$ cat src/rtl/systolic_feeder.sv
// Streams weight tiles then activation rows from SRAM into an N_SIZE systolic array, one k-tile at a time.
// Optional busy-cycle counter enabled by defining SYSTOLIC_FEEDER_PERF_EN.
module systolic_feeder #(
   parameter int DATAWIDTH  = 8,
   parameter int N_SIZE     = 32,
   parameter int BUS_WIDTH  = 256,
   parameter int ADDR_WIDTH = 10
) (
   input  logic                  clk,
   input  logic                  rst_n,
   input  logic                  start,
   input  logic [ADDR_WIDTH-1:0] num_rows,
   input  logic [7:0]            num_ktiles,
   output logic                  act_rd_en,
   output logic [ADDR_WIDTH-1:0] act_rd_addr,
   input  logic [BUS_WIDTH-1:0]  act_rd_data,
   output logic                  wt_rd_en,
   output logic [ADDR_WIDTH-1:0] wt_rd_addr,
   input  logic [BUS_WIDTH-1:0]  wt_rd_data,
   output logic [BUS_WIDTH-1:0]  in_A,
   output logic [BUS_WIDTH-1:0]  weights,
   output logic                  valid_in,
   output logic                  load_weight,
   output logic                  first_iteration,
   output logic                  last_tile,
   input  logic                  sa_ready,
   input  logic                  sa_done,
   output logic                  busy,
   output logic                  done,
   output logic [31:0]           perf_cycles
);

   if (BUS_WIDTH != N_SIZE * DATAWIDTH) begin : g_bad_bus
      $error("systolic_feeder: BUS_WIDTH must equal N_SIZE*DATAWIDTH");
   end

   typedef enum logic [2:0] {IDLE, WLOAD, STREAM, DRAIN, WAIT_SA} state_t;

   localparam logic [ADDR_WIDTH-1:0] ONE   = ADDR_WIDTH'(1);
   localparam logic [ADDR_WIDTH-1:0] WLAST = ADDR_WIDTH'(N_SIZE - 1);
   localparam logic [ADDR_WIDTH-1:0] DLAST = ADDR_WIDTH'(N_SIZE - 2);

   state_t                state;
   logic [ADDR_WIDTH-1:0] rows_q;
   logic [ADDR_WIDTH-1:0] cnt;
   logic [7:0]            ktiles_q;
   logic [7:0]            ktile;
   logic [7:0]            ktile_nx;
   logic                  sa_flag;
   logic                  a_sel;
   logic [ADDR_WIDTH-1:0] wt_base_nx;
   logic [ADDR_WIDTH-1:0] act_base;

   // Products wrap modulo 2^ADDR_WIDTH by construction of the operand widths.
   always_comb begin
      ktile_nx   = ktile + 8'd1;
      wt_base_nx = ADDR_WIDTH'(ktile_nx) * ADDR_WIDTH'(N_SIZE);
      act_base   = ADDR_WIDTH'(ktile) * rows_q;
   end

   assign busy    = (state != IDLE);
   assign weights = load_weight ? wt_rd_data : '0;
   assign in_A    = a_sel ? act_rd_data : '0;

   always_ff @(posedge clk or negedge rst_n) begin
      if (!rst_n) begin
         state           <= IDLE;
         rows_q          <= '0;
         cnt             <= '0;
         ktiles_q        <= '0;
         ktile           <= '0;
         sa_flag         <= 1'b0;
         a_sel           <= 1'b0;
         act_rd_en       <= 1'b0;
         act_rd_addr     <= '0;
         wt_rd_en        <= 1'b0;
         wt_rd_addr      <= '0;
         valid_in        <= 1'b0;
         load_weight     <= 1'b0;
         first_iteration <= 1'b0;
         last_tile       <= 1'b0;
         done            <= 1'b0;
      end else begin
         done        <= 1'b0;
         load_weight <= wt_rd_en;
         a_sel       <= act_rd_en;
         // Drain zero rows trail the last SRAM row with no gap.
         valid_in    <= act_rd_en || (state == DRAIN);
         if (sa_done && (state == STREAM || state == DRAIN || state == WAIT_SA))
            sa_flag <= 1'b1;

         case (state)
            IDLE: begin
               if (start && sa_ready) begin
                  rows_q   <= num_rows;
                  ktiles_q <= num_ktiles;
                  ktile    <= '0;
                  if (num_rows == '0 || num_ktiles == 8'd0) begin
                     done <= 1'b1;
                  end else begin
                     state           <= WLOAD;
                     wt_rd_en        <= 1'b1;
                     wt_rd_addr      <= '0;
                     cnt             <= '0;
                     first_iteration <= 1'b1;
                     last_tile       <= (num_ktiles == 8'd1);
                  end
               end
            end
            WLOAD: begin
               if (cnt == WLAST) begin
                  wt_rd_en    <= 1'b0;
                  act_rd_en   <= 1'b1;
                  act_rd_addr <= act_base;
                  cnt         <= '0;
                  state       <= STREAM;
               end else begin
                  cnt        <= cnt + ONE;
                  wt_rd_addr <= wt_rd_addr + ONE;
               end
            end
            STREAM: begin
               if (cnt == rows_q - ONE) begin
                  act_rd_en <= 1'b0;
                  cnt       <= '0;
                  state     <= DRAIN;
               end else begin
                  cnt         <= cnt + ONE;
                  act_rd_addr <= act_rd_addr + ONE;
               end
            end
            DRAIN: begin
               if (cnt == DLAST) begin
                  cnt   <= '0;
                  state <= WAIT_SA;
               end else begin
                  cnt <= cnt + ONE;
               end
            end
            WAIT_SA: begin
               if (sa_done || sa_flag) begin
                  sa_flag <= 1'b0;
                  if (ktile == ktiles_q - 8'd1) begin
                     done            <= 1'b1;
                     state           <= IDLE;
                     first_iteration <= 1'b0;
                     last_tile       <= 1'b0;
                  end else begin
                     ktile           <= ktile_nx;
                     state           <= WLOAD;
                     wt_rd_en        <= 1'b1;
                     wt_rd_addr      <= wt_base_nx;
                     cnt             <= '0;
                     first_iteration <= 1'b0;
                     last_tile       <= (ktile_nx == ktiles_q - 8'd1);
                  end
               end
            end
            default: state <= IDLE;
         endcase
      end
   end

`ifdef SYSTOLIC_FEEDER_PERF_EN
   logic [31:0] perf_q;

   always_ff @(posedge clk or negedge rst_n) begin
      if (!rst_n)
         perf_q <= '0;
      else if (state == IDLE && start && sa_ready)
         perf_q <= '0;
      else if (busy && perf_q != '1)
         perf_q <= perf_q + 32'd1;
   end

   assign perf_cycles = perf_q;
`else
   assign perf_cycles = '0;
`endif

endmodule

$ cat config.mk
export PLATFORM = sky130hd
export DESIGN_NAME = systolic_feeder
export DESIGN_NICKNAME = d
export VERILOG_FILES = /design/src/rtl/systolic_feeder.sv
export SDC_FILE = /design/constraint.sdc
export NUM_CORES = 1
export LEC_CHECK = 0
export CAP_MARGIN = 20
export CORE_AREA = 3 3 434 436
export CTS_BUF_LIST = sky130_fd_sc_hd__clkbuf_16
export CTS_CLUSTER_SIZE = 25
export DETAILED_ROUTE_END_ITERATION = 7
export DIE_AREA = 0 0 437 439
export PLACE_DENSITY = 0.34
export SLEW_MARGIN = 20
export SYNTH_ARGS = -nofsm -noshare
export SYNTH_HDL_FRONTEND = slang
export SYNTH_SLANG_ARGS = --single-unit
$ cat constraint.sdc
create_clock -name clk -period 5.3 [get_ports clk]
set_input_delay 1.06 -clock clk [delete_from_list [all_inputs] [get_ports clk]]
set_output_delay 1.06 -clock clk [all_outputs]
set_load 0.02 [all_outputs]
Word-level counts from Yosys, hierarchy flattened
Cells that the tools add are included.
Widths: inputs -> output; s select.

word-level totals
  register bits = 68
  word-level logic and storage cells = 119

cells by class
  add/subtract/negate cells = 6
  $mul = 1
  eq/ne operators = 19
  muxes and demuxes = 53
  reduce and logical (&&, ||, !) cells = 24

operator list
  kind                   count
  $mux 256               2
  $mux 10                12
  $pmux 10 s5            1
  $add 10x1->10 const B  3
  $pmux 10 s3            1
  $mux 8                 3
  $eq 10x5->1 const B    2
  $mux 1                 20
  $pmux 10 s2            1
  $mux 3                 6
  $reduce_and 6->1       3
  $eq 8x8->1             2
  $pmux 8 s2             1
  $pmux 3 s5             1
  $ne 2x2->1 const B     6
  $eq 10x10->1           1
  $logic_not 10->1       1
  $mul 8x10->10          1
  $sub 10x1->10 const B  1
  $add 8x1->8 const B    1
  $eq 8x1->1 const B     1
  $logic_not 8->1        1
  $pmux 1 s2             4
  $reduce_and 4->1       2
  15 further kinds       26

Longest topological paths before layout
  depth after elaboration = 7
  mapped depth = 18

Worst setup path before layout
Ideal clock, no wire load.

  path kind = register -> register
  start point = register ktile[2]
  end point = register act_rd_addr[9]
  library setup time = 0.126 ns
  arrival = 3.948 ns
  path slack = 1.226 ns
  stages on the path, launching flop included = 15
  clock period less this slack = 4.074 ns
  cell sequence = dfrtp_1 -> clkbuf_1 -> clkbuf_1 -> nand2_1 -> fa_1 -> fa_1 -> fa_1 -> fa_1 -> xnor2_1 -> xnor2_1 -> xnor2_1 -> xnor3_1 -> xor2_1 -> o21ai_0 -> a21oi_1

on the way
  longest elaborated chain between the ends = 3

RTL lines
  element                   line  RTL
  start: declaration        47    logic [7:0] ktile;
  start signal: assignment  149   ktile <= ktile_nx;
  $mul 8x10->10             58    act_base = ADDR_WIDTH'(ktile) * rows_q;
  $mux 10                   111   if (cnt == WLAST) begin
  $pmux 10 s2               92    case (state)
  end signal: assignment    114   act_rd_addr <= act_base;
  end signal: assignment    129   act_rd_addr <= act_rd_addr + ONE;
  end: declaration          15    output logic [ADDR_WIDTH-1:0] act_rd_addr,

Every way passes these cells. The select of a mux whose other input is x is not followed.
A chain may end at the register's enable or synchronous reset.

Final worst setup path
Ends and elaborated chain as after synthesis.

==> reports/metrics.yaml <==
postCtsHoldBufs: 0
clock.fmax_mhz: 229
netlist_instances: 1239
yosysSeqAreaShare: 0.183
antenna_found_initial: 271
core_um2: 185000
ys_seq_elements: 68
place_congestion: 0.879
grt_first_pass_wirelength_mm: 222
firstDrtPassIters: 5
rsz0062_at_grt: "no"
finalClockSkew_ns: 0.0144
overflow: 0
yosys-top-cells-count: "and2_1, clkbuf_1, dfrtp_1, nand2_1, inv_1"
nFillCells: 21400
num_vias: 14000
synth_area_per_cell_um2: 7.50
layoutNonFillerInstCount: 4793
cp.required_ns: 5.51
start_kind: "register"
period_share: 0.823
synth_edf_count: 0
start_util: 0.0502
setup_viol: 0
syn_to_final_growth_pct: 150
wire_per_inst_um: 40.0
worst_pin_slew_ns: 0.924
die-area_um2: 192000
die_y_um: 439
grt_pass1_vias: 13800
cts_tree: "done"
clk_path_buf_depth: 2
drt_iter0_drc: 842
drv_cap: 0
routed_wl_mm: 192
power-per-cell-area_nw_per_um2: 188
drc_errors: 0
fp-row-count: 158
arrival_ns: 4.57
viasPerCell: 2.91
cts_buffers: 9
fin_setup_tns_ns: 0
hold_violations: 0
netlist_area_um2: 9300
insertion_delay_ns: 0.36
worst_hold_path_type: "reg -> reg"
grt_max_degree: 89
ant_nets: 0
power.leakage_nw: 8.14
yosysWarnings: 0
peakVddDrop_uv: 148
clk_transition_reported_paths_ns: 0.07
synth_top_flop_cell: "dfrtp_1"
status: "finished, final reports clean"
async_flop_share: 1.00
finalMaxSlewViolations: 0
htreeDepth: 3
setup.worst_path.end_class: "register"
max_slew_margin: 0.382
yosysUniqueCellTypes: 68
final_layout_size_suffix_gt1_frac: 0.0262
numPortBuffers: 1074
die_width_um: 437
clock-sinks: 68
synth_top_area_frac: 0.367
postCtsSetupRepairBufs: 0
io_pins: 1107
synthTopCellsByArea: "and2_1, dfrtp_1, fa_1"
path_max_fanout: 16
grtUsageTotal: 0.191
worstSetupPathType: "reg -> reg"
nets: 2830
dp.cells: 4715
post_cts_resize_count: 0
period_minus_slack_ns: 4.36
hpwl_mm: 182
cts_root_buf: "clkbuf_16"
synth_top_cell_by_area: "and2_1"
yosysMostFrequentCell: "and2_1"
==> layout by cell type, fill, tap and decap left out, drive strengths merged, types with 16 or more instances in the layout <==
cell / instances
a21oi: 31
and2: 546
clkdlybuf4s50: 1073
conb: 32
dfrtp: 68
diode: 62
fa: 24
ha: 25
inv: 52
mux2: 16
nand2: 66
nand3: 18
nor2: 44
o21ai: 50
xnor2: 36
xor2: 17
==> cell families after synthesis <==
kind of cell | count (synthesis) | share of synthesized area
AOI/OAI and AO/OA | 130 | 0.0864
and+or+nand+nor | 746 | 0.476
buffers and inverters | 170 | 0.0867
other | 1 | 0.000403
DFF | 68 | 0.183
muxes | 18 | 0.0215
adders and majority gates | 49 | 0.0853
xor gates and xnor gates | 57 | 0.0602
==> worst paths after layout <==
check	cells after the start	from	slack, ns	to
max reg2reg	12	ktile[2]	0.94	act_rd_addr[9]
max in group asynchronous	2	rst_n	3.36	a_sel
min in group asynchronous	1	rst_n	0.79	ktile[2]
min	1	ktiles_q[7]	0.53	ktiles_q[7]
max	12	ktile[2]	0.94	act_rd_addr[9]
min reg2reg	1	ktiles_q[7]	0.53	ktiles_q[7]
==> final cells by class <==
| type | count | area, um2 | area share |
|---|---|---|---|
| Timing Repair Buffer | 1085 | 10900 | 0.468 |
| Multi-Input combinational cell | 1032 | 6910 | 0.298 |
| Tap cell | 2480 | 3100 | 0.134 |
| Sequential cell | 68 | 1710 | 0.0736 |
| Clock buffer | 9 | 225 | 0.00970 |
| Inverter | 50 | 188 | 0.00808 |
| Antenna cell | 62 | 155 | 0.00668 |
| Clock inverter | 7 | 60.1 | 0.00259 |
==> sequential cells by signal (all words and copies together), names as in the netlist <==
| name | count |
|---|---|
| last_tile | 1 |
| done | 1 |
| act_rd_addr | 10 |
| wt_rd_en | 1 |
| first_iteration | 1 |
| state | 3 |
| ktiles_q | 8 |
| valid_in | 1 |
| act_rd_en | 1 |
| a_sel | 1 |
| ktile | 8 |
| wt_rd_addr | 10 |
| sa_flag | 1 |
| load_weight | 1 |
| rows_q | 10 |
| cnt | 10 |
==> power by group <==
group	internal [mW]	total [mW]	switching (mW)
registers	0.687	1.03	0.342
clock network	0.359	0.622	0.263
logic	1.24	2.72	1.48
total	2.29	4.37	2.09
==> critical path, cell delays in order (launching register included) <==
cell	delay, ns
dfrtp_1	0.68
nand2_1	0.15
fa_1	0.54
fa_1	0.59
fa_1	0.44
fa_1	0.39
xnor2_1	0.18
xnor2_1	0.15
xnor2_1	0.15
xnor3_1	0.48
xor2_1	0.19
o21ai_0	0.18
a21oi_1	0.09
==> layer usage <==
metal | global-route usage | share of wire | wire length (um) | vias to the layer above
li1 | - | - | - | 5975
met3 | 0.101 | 0.11 | 21300 | 419
met1 | 0.187 | 0.35 | 66200 | 6571
met2 | 0.364 | 0.52 | 99800 | 916
met4 | 0.0205 | 0.021 | 3950 | 72
met5 | 0 | 0.0025 | 473 | -
==> metrics by stage <==
stage               utilization  area (um2)  setup WS (ns)  power (mW)  hold WS, ns
finish                    0.125       23200          0.939        4.38        0.533
detailed placement        0.123       22800          0.941        3.81        0.522
floorplan                     -        9410           1.23        2.35        0.502
global placement          0.123       22800          0.974        3.79        0.513
global route              0.125       23100          0.688        4.68        0.546
CTS                       0.125       23100          0.926        4.47        0.530
Power figures use the tool's default switching activity.
